**src/rtl/lcd_char_scheduler.sv**
```systemverilog
// Queues UART bytes and feeds them one at a time to the LCD character controller,
// injecting a display-clear code on request and pacing strobes on the busy handshake.
module lcd_char_scheduler #(
  parameter int DEPTH  = 16,
  parameter int AW     = 4,
  parameter int GUARD  = 4,
  parameter int ACK_TO = 8
) (
  input  logic          clk_i,
  input  logic          rst_ni,
  input  logic [7:0]    rx_data_i,
  input  logic          rx_valid_i,
  output logic          rx_ready_o,
  input  logic          clr_req_i,
  input  logic          lcd_busy_i,
  output logic [7:0]    lcd_data_o,
  output logic          lcd_strobe_o,
  output logic [AW:0]   fifo_count_o,
  output logic          overflow_o,
  output logic          ack_err_o
);

  localparam int TMAX = (GUARD > ACK_TO) ? GUARD : ACK_TO;
  localparam int TW   = $clog2(TMAX + 1);
  localparam logic [7:0] CLEAR_CODE = 8'h0D;

  typedef enum logic [2:0] {
    INIT_WAIT,
    IDLE,
    ISSUE,
    WAIT_ACK,
    WAIT_DONE
  } state_e;

  state_e        state_q;
  logic [TW-1:0] timer_q;
  logic [7:0]    data_q;
  logic          strobe_q;
  logic          ack_err_q;

  logic [7:0]    mem_q [DEPTH];
  logic [AW-1:0] wptr_q, wptr_d;
  logic [AW-1:0] rptr_q, rptr_d;
  logic [AW:0]   count_q, count_d;
  logic          clr_pend_q, clr_pend_d;
  logic          overflow_q, overflow_d;

  logic full, empty, push, pop, can_issue, issue_clr;

  assign full      = (count_q == (AW+1)'(DEPTH));
  assign empty     = (count_q == '0);
  assign can_issue = (state_q == IDLE) && !lcd_busy_i;
  // A clear arriving in the same cycle as an issue decision pre-empts the head byte.
  assign issue_clr = can_issue && (clr_pend_q || clr_req_i);
  assign pop       = can_issue && !issue_clr && !empty;
  assign push      = rx_valid_i && !full && !clr_req_i;

  always_comb begin
    wptr_d     = wptr_q;
    rptr_d     = rptr_q;
    count_d    = count_q;
    clr_pend_d = clr_pend_q;
    overflow_d = overflow_q | (rx_valid_i && full && !clr_req_i);
    if (clr_req_i) begin
      wptr_d  = '0;
      rptr_d  = '0;
      count_d = '0;
    end else begin
      if (push) wptr_d = wptr_q + 1'b1;
      if (pop)  rptr_d = rptr_q + 1'b1;
      count_d = count_q + (AW+1)'(push) - (AW+1)'(pop);
    end
    if (issue_clr)      clr_pend_d = 1'b0;
    else if (clr_req_i) clr_pend_d = 1'b1;
  end

  always_ff @(posedge clk_i) begin
    if (push) mem_q[wptr_q] <= rx_data_i;
  end

  always_ff @(posedge clk_i or negedge rst_ni) begin
    if (!rst_ni) begin
      wptr_q     <= '0;
      rptr_q     <= '0;
      count_q    <= '0;
      clr_pend_q <= 1'b0;
      overflow_q <= 1'b0;
    end else begin
      wptr_q     <= wptr_d;
      rptr_q     <= rptr_d;
      count_q    <= count_d;
      clr_pend_q <= clr_pend_d;
      overflow_q <= overflow_d;
    end
  end

  // The controller reports not-busy briefly after reset, so busy is ignored until GUARD expires.
  always_ff @(posedge clk_i or negedge rst_ni) begin
    if (!rst_ni) begin
      state_q   <= INIT_WAIT;
      timer_q   <= '0;
      data_q    <= '0;
      strobe_q  <= 1'b0;
      ack_err_q <= 1'b0;
    end else begin
      strobe_q <= 1'b0;
      case (state_q)
        INIT_WAIT: begin
          if (timer_q == TW'(GUARD - 1)) begin
            timer_q <= '0;
            state_q <= IDLE;
          end else begin
            timer_q <= timer_q + 1'b1;
          end
        end
        IDLE: begin
          if (issue_clr) begin
            data_q   <= CLEAR_CODE;
            strobe_q <= 1'b1;
            state_q  <= ISSUE;
          end else if (pop) begin
            data_q   <= mem_q[rptr_q];
            strobe_q <= 1'b1;
            state_q  <= ISSUE;
          end
        end
        ISSUE: begin
          timer_q <= '0;
          state_q <= WAIT_ACK;
        end
        WAIT_ACK: begin
          if (lcd_busy_i) begin
            state_q <= WAIT_DONE;
          end else if (timer_q == TW'(ACK_TO - 1)) begin
            ack_err_q <= 1'b1;
            state_q   <= IDLE;
          end else begin
            timer_q <= timer_q + 1'b1;
          end
        end
        WAIT_DONE: begin
          if (!lcd_busy_i) state_q <= IDLE;
        end
        default: state_q <= IDLE;
      endcase
    end
  end

  assign rx_ready_o   = !full;
  assign lcd_data_o   = data_q;
  assign lcd_strobe_o = strobe_q;
  assign fifo_count_o = count_q;
  assign overflow_o   = overflow_q;
  assign ack_err_o    = ack_err_q;

endmodule

```
**config.mk**
```make
export PLATFORM = sky130hd
export DESIGN_NAME = lcd_char_scheduler
export DESIGN_NICKNAME = d
export VERILOG_FILES = /design/src/rtl/lcd_char_scheduler.sv
export SDC_FILE = /design/constraint.sdc
export NUM_CORES = 1
export LEC_CHECK = 0
export CORE_MARGIN = 2
export CORE_UTILIZATION = 50
export DETAILED_ROUTE_END_ITERATION = 6
export GPL_TIMING_DRIVEN = 0
export PLACE_DENSITY = 0.75
export SETUP_SLACK_MARGIN = 0.02
export SLEW_MARGIN = 20
export SYNTH_ARGS = -nofsm -noshare
export SYNTH_HDL_FRONTEND = slang
export SYNTH_SLANG_ARGS = --single-unit
```
**constraint.sdc**
```tcl
create_clock -name clk_i -period 3.2 [get_ports clk_i]
set_input_delay 0.48 -clock clk_i [delete_from_list [all_inputs] [get_ports clk_i]]
set_output_delay 0.48 -clock clk_i [all_outputs]
set_load 0.02 [all_outputs]
```
==> results.cfg <==
[logic_synthesis]
synthesis.nets = 424
synth_ff_type = edfxtp_1
synth_cell_types = 48
syn-cell-area_mm2 = 0.006654
synth_cells = 398
synth_seq_cells = 160
yosysSeqAreaShare = 0.6980
synthArstFlopShare = 0.2000
ys_warn_count = 0
synth_edf_count = 128
syn_area_per_cell_um2 = 16.72

[place]
gp_congestion = 0.8420
io_buffers = 28
dp_hpwl_um = 8318
placed_area_mm2 = 0.007197
pre_cts_ws_ns = -0.4334
placedCellCount = 603

[timing]
period_needed_ns = 3.020
worst_pin_slew_ns = 0.9434
postLayoutSetupSlackWorst_ns = 0.1802
fmax_mhz = 331.1
hold_violations = 0
slew-limit-headroom = 0.3688
skew_ns = 0.005839
finalSetupViolCount = 0
setup_tns_ns = 0
slew_viol_final = 0
post-route-period-util = 0.9437

[global_route]
grt_pass1_vias = 3774
grt_use_total = 0.1964
antenna_found_initial = 0
grt_max_degree = 19
grt_pass1_wl_um = 20290
grt.overflow.total = 0

[routing]
drc = 0
drtIter0Drc = 336
drtPass1Iterations = 5
viasPerCell = 5.696
vias = 3651
post_drt_wl_per_cell_um = 20.19
drtAntennaViolNets = 0
totalWireLength_um = 12940

[setup_path]
worst-setup-path-type = reg -> reg
cp_max_fo = 6
cp_data_arrival_time_ns = 3.31
crit_path_frequent_cell = inv_1
startpoint = fifo_count_o[3]
cp_slowest_cell = or4b_4
cp.required_ns = 3.49
slowest_delay_ns = 0.46
crit_path_end_kind = flop
startpoint_type = flop
rr_startpoint = fifo_count_o[3]
path_cells = inv_1 -> ha_2 -> or4b_4 -> buf_6 -> nand3_4 -> clkinvlp_4 -> ha_1 -> inv_1 -> ha_2 -> inv_1 -> fa_2 -> nor2b_2 -> o21bai_1 -> a21oi_1 -> nor3b_2

[flow_run]
max_cap_violations = 0

[finish]
final_util = 0.5972
final_cells = 641
area_growth_pct = 17.92
diodes = 0
nNetsFinal = 478
drive_gt1_frac = 0.1957
final_cell_area_mm2 = 0.007846

[clocking]
clkTransAtPathRegs_ns = 0.06
htreeDepth = 4
clockRootBuffer = clkbuf_16
ctsLongestPathBuffers = 2
clk_latency_ns = 0.42
cts_tree = yes
cts_num_sinks = 160
hold_buffers = 0
cts_buffers = 17

[floorplan]
fp.dieArea_mm2 = 0.01425
io_pins = 30
rows = 42
initial_utilization = 0.5065
die_w_um = 119.4
fp.dieH_um = 119.4
core_mm2 = 0.01314

[pwr]
ir_worst_vdd_v = 0.0004539
p_per_area_mw_per_mm2 = 705.7
power_leakage_nw = 2.682

[run_status]
outcome = complete, no violations

[min_path]
min_path_type = in -> async
-- layout by cell type, fill, tap and decap left out, types with 5 or more instances in the layout --
| cell | synthesis | final |
|---|---|---|
| a21oi_1 | 9 | 9 |
| mux2i_1 | 6 | 6 |
| nand2_1 | 17 | 17 |
| a22o_1 | 5 | 5 |
| inv_1 | 13 | 11 |
| clkdlybuf4s50_1 | 0 | 27 |
| dfrtp_1 | 32 | 32 |
| ha_1 | 12 | 10 |
| a22oi_1 | 8 | 8 |
| clkbuf_16 | 0 | 17 |
| nand3_1 | 17 | 17 |
| clkbuf_1 | 7 | 11 |
| xor2_1 | 5 | 5 |
| buf_4 | 2 | 8 |
| edfxtp_1 | 128 | 128 |
| mux4_2 | 24 | 24 |
| mux4_1 | 5 | 5 |
| nor2b_1 | 10 | 9 |
| nor2_1 | 27 | 27 |
| buf_2 | 8 | 8 |
| o21ai_0 | 6 | 6 |
-- registers in the layout, summed over array words and instances, names as in the netlist --
register      cells
mem_q           128
rptr_q            4
timer_q           4
overflow_o        1
state_q           3
lcd_data_o        8
fifo_count_o      5
ack_err_o         1
clr_pend_q        1
wptr_q            4
lcd_strobe_o      1
-- worst max-delay path, delay by kind of cell (launching register included) --
kind	cells	cell delay [ns]
DFF	1	0.39
and+or+nand+nor	4	0.78
AOI/OAI and AO/OA	2	0.29
adders and majority gates	4	0.98
buffers and inverters	5	0.46
-- cell usage after synthesis, types with 3 or more instances --
master      n  area share
edfxtp_1  128        0.58
dfrtp_1    32        0.12
nor2_1     27       0.015
mux4_2     24       0.081
nand2_1    17      0.0096
nand3_1    17       0.013
inv_1      13      0.0073
ha_1       12       0.023
nor2b_1    10      0.0094
a21oi_1     9      0.0068
a22oi_1     8      0.0090
buf_2       8      0.0060
clkbuf_1    7      0.0039
mux2i_1     6      0.0090
nor3_1      6      0.0045
o21ai_0     6      0.0045
a22o_1      5      0.0066
mux4_1      5       0.020
xor2_1      5      0.0066
nand2b_1    4      0.0038
o22ai_1     4      0.0038
o31ai_1     4      0.0045
a211oi_1    3      0.0034
nand3b_1    3      0.0034
nor2_2      3      0.0028
-- cell type report --
cell class	count	area, um^2
clock buffers	22	454.2
multi-input cells	203	1883
fillers	966	5291
clock inverters	10	113.9
inverters	14	56.30
well taps	176	220.2
flip-flops and latches	160	4644
repair buffers	35	347.8
plain buffers	21	126.4
-- repair_timing --
action | 4_1_cts | 5_1_grt
endpoints found under the setup margin | 1 | 1
resized for setup | 1 | 11
pin swaps | 0 | 1
cloned | 0 | 0
setup buffers | 1 | 5
-- worst paths after layout --
kind,to,slack (ns),cells after the start
max,fifo_count_o[4],0.18,15
min,overflow_o,0.004,1
max reg2reg,fifo_count_o[4],0.18,15
min reg2reg,ack_err_o,0.47,1
max in group asynchronous,lcd_data_o[4],2.75,2
min in group clk_i,ack_err_o,0.47,1
-- routing by layer --
| metal | GRT usage | part of all wire | wire, um |
|---|---|---|---|
| met1 | 0.2444 | 0.40 | 5226 |
| met3 | 0.05747 | 0.058 | 745 |
| met5 | 0 | 0 | 0 |
| met4 | 0.07059 | 0.018 | 229 |
| met2 | 0.3297 | 0.52 | 6739 |
-- report_power, final --
| part | switching, mW | internal (mW) | leakage [nW] |
|---|---|---|---|
| Sequential | 0.107 | 2.40 | 1.56 |
| Combinational | 0.569 | 0.518 | 0.850 |
| Clock | 0.778 | 1.17 | 0.270 |
-- cells by family (layout without fill, tap and decap cells) --
logic type | Yosys count | after routing | share of synthesized area
DFF | 160 | 160 | 0.6980
and+or+nand+nor | 98 | 98 | 0.07709
AOI/OAI and AO/OA | 49 | 49 | 0.05246
muxes | 36 | 36 | 0.1117
buffers and inverters | 35 | 102 | 0.02595
adders and majority gates | 13 | 13 | 0.02557
xor gates and xnor gates | 7 | 7 | 0.009214
-- stage by stage --
step	total power [mW]	hold WS, ns
2_1_floorplan	3.208	0.1844
3_3_place_gp	3.521	0.4544
3_5_place_dp	3.562	0.4576
4_1_cts	5.507	0.004654
5_1_grt	5.797	0.01194
6_report	5.537	0.004144
(Power assumes the default switching activity.)
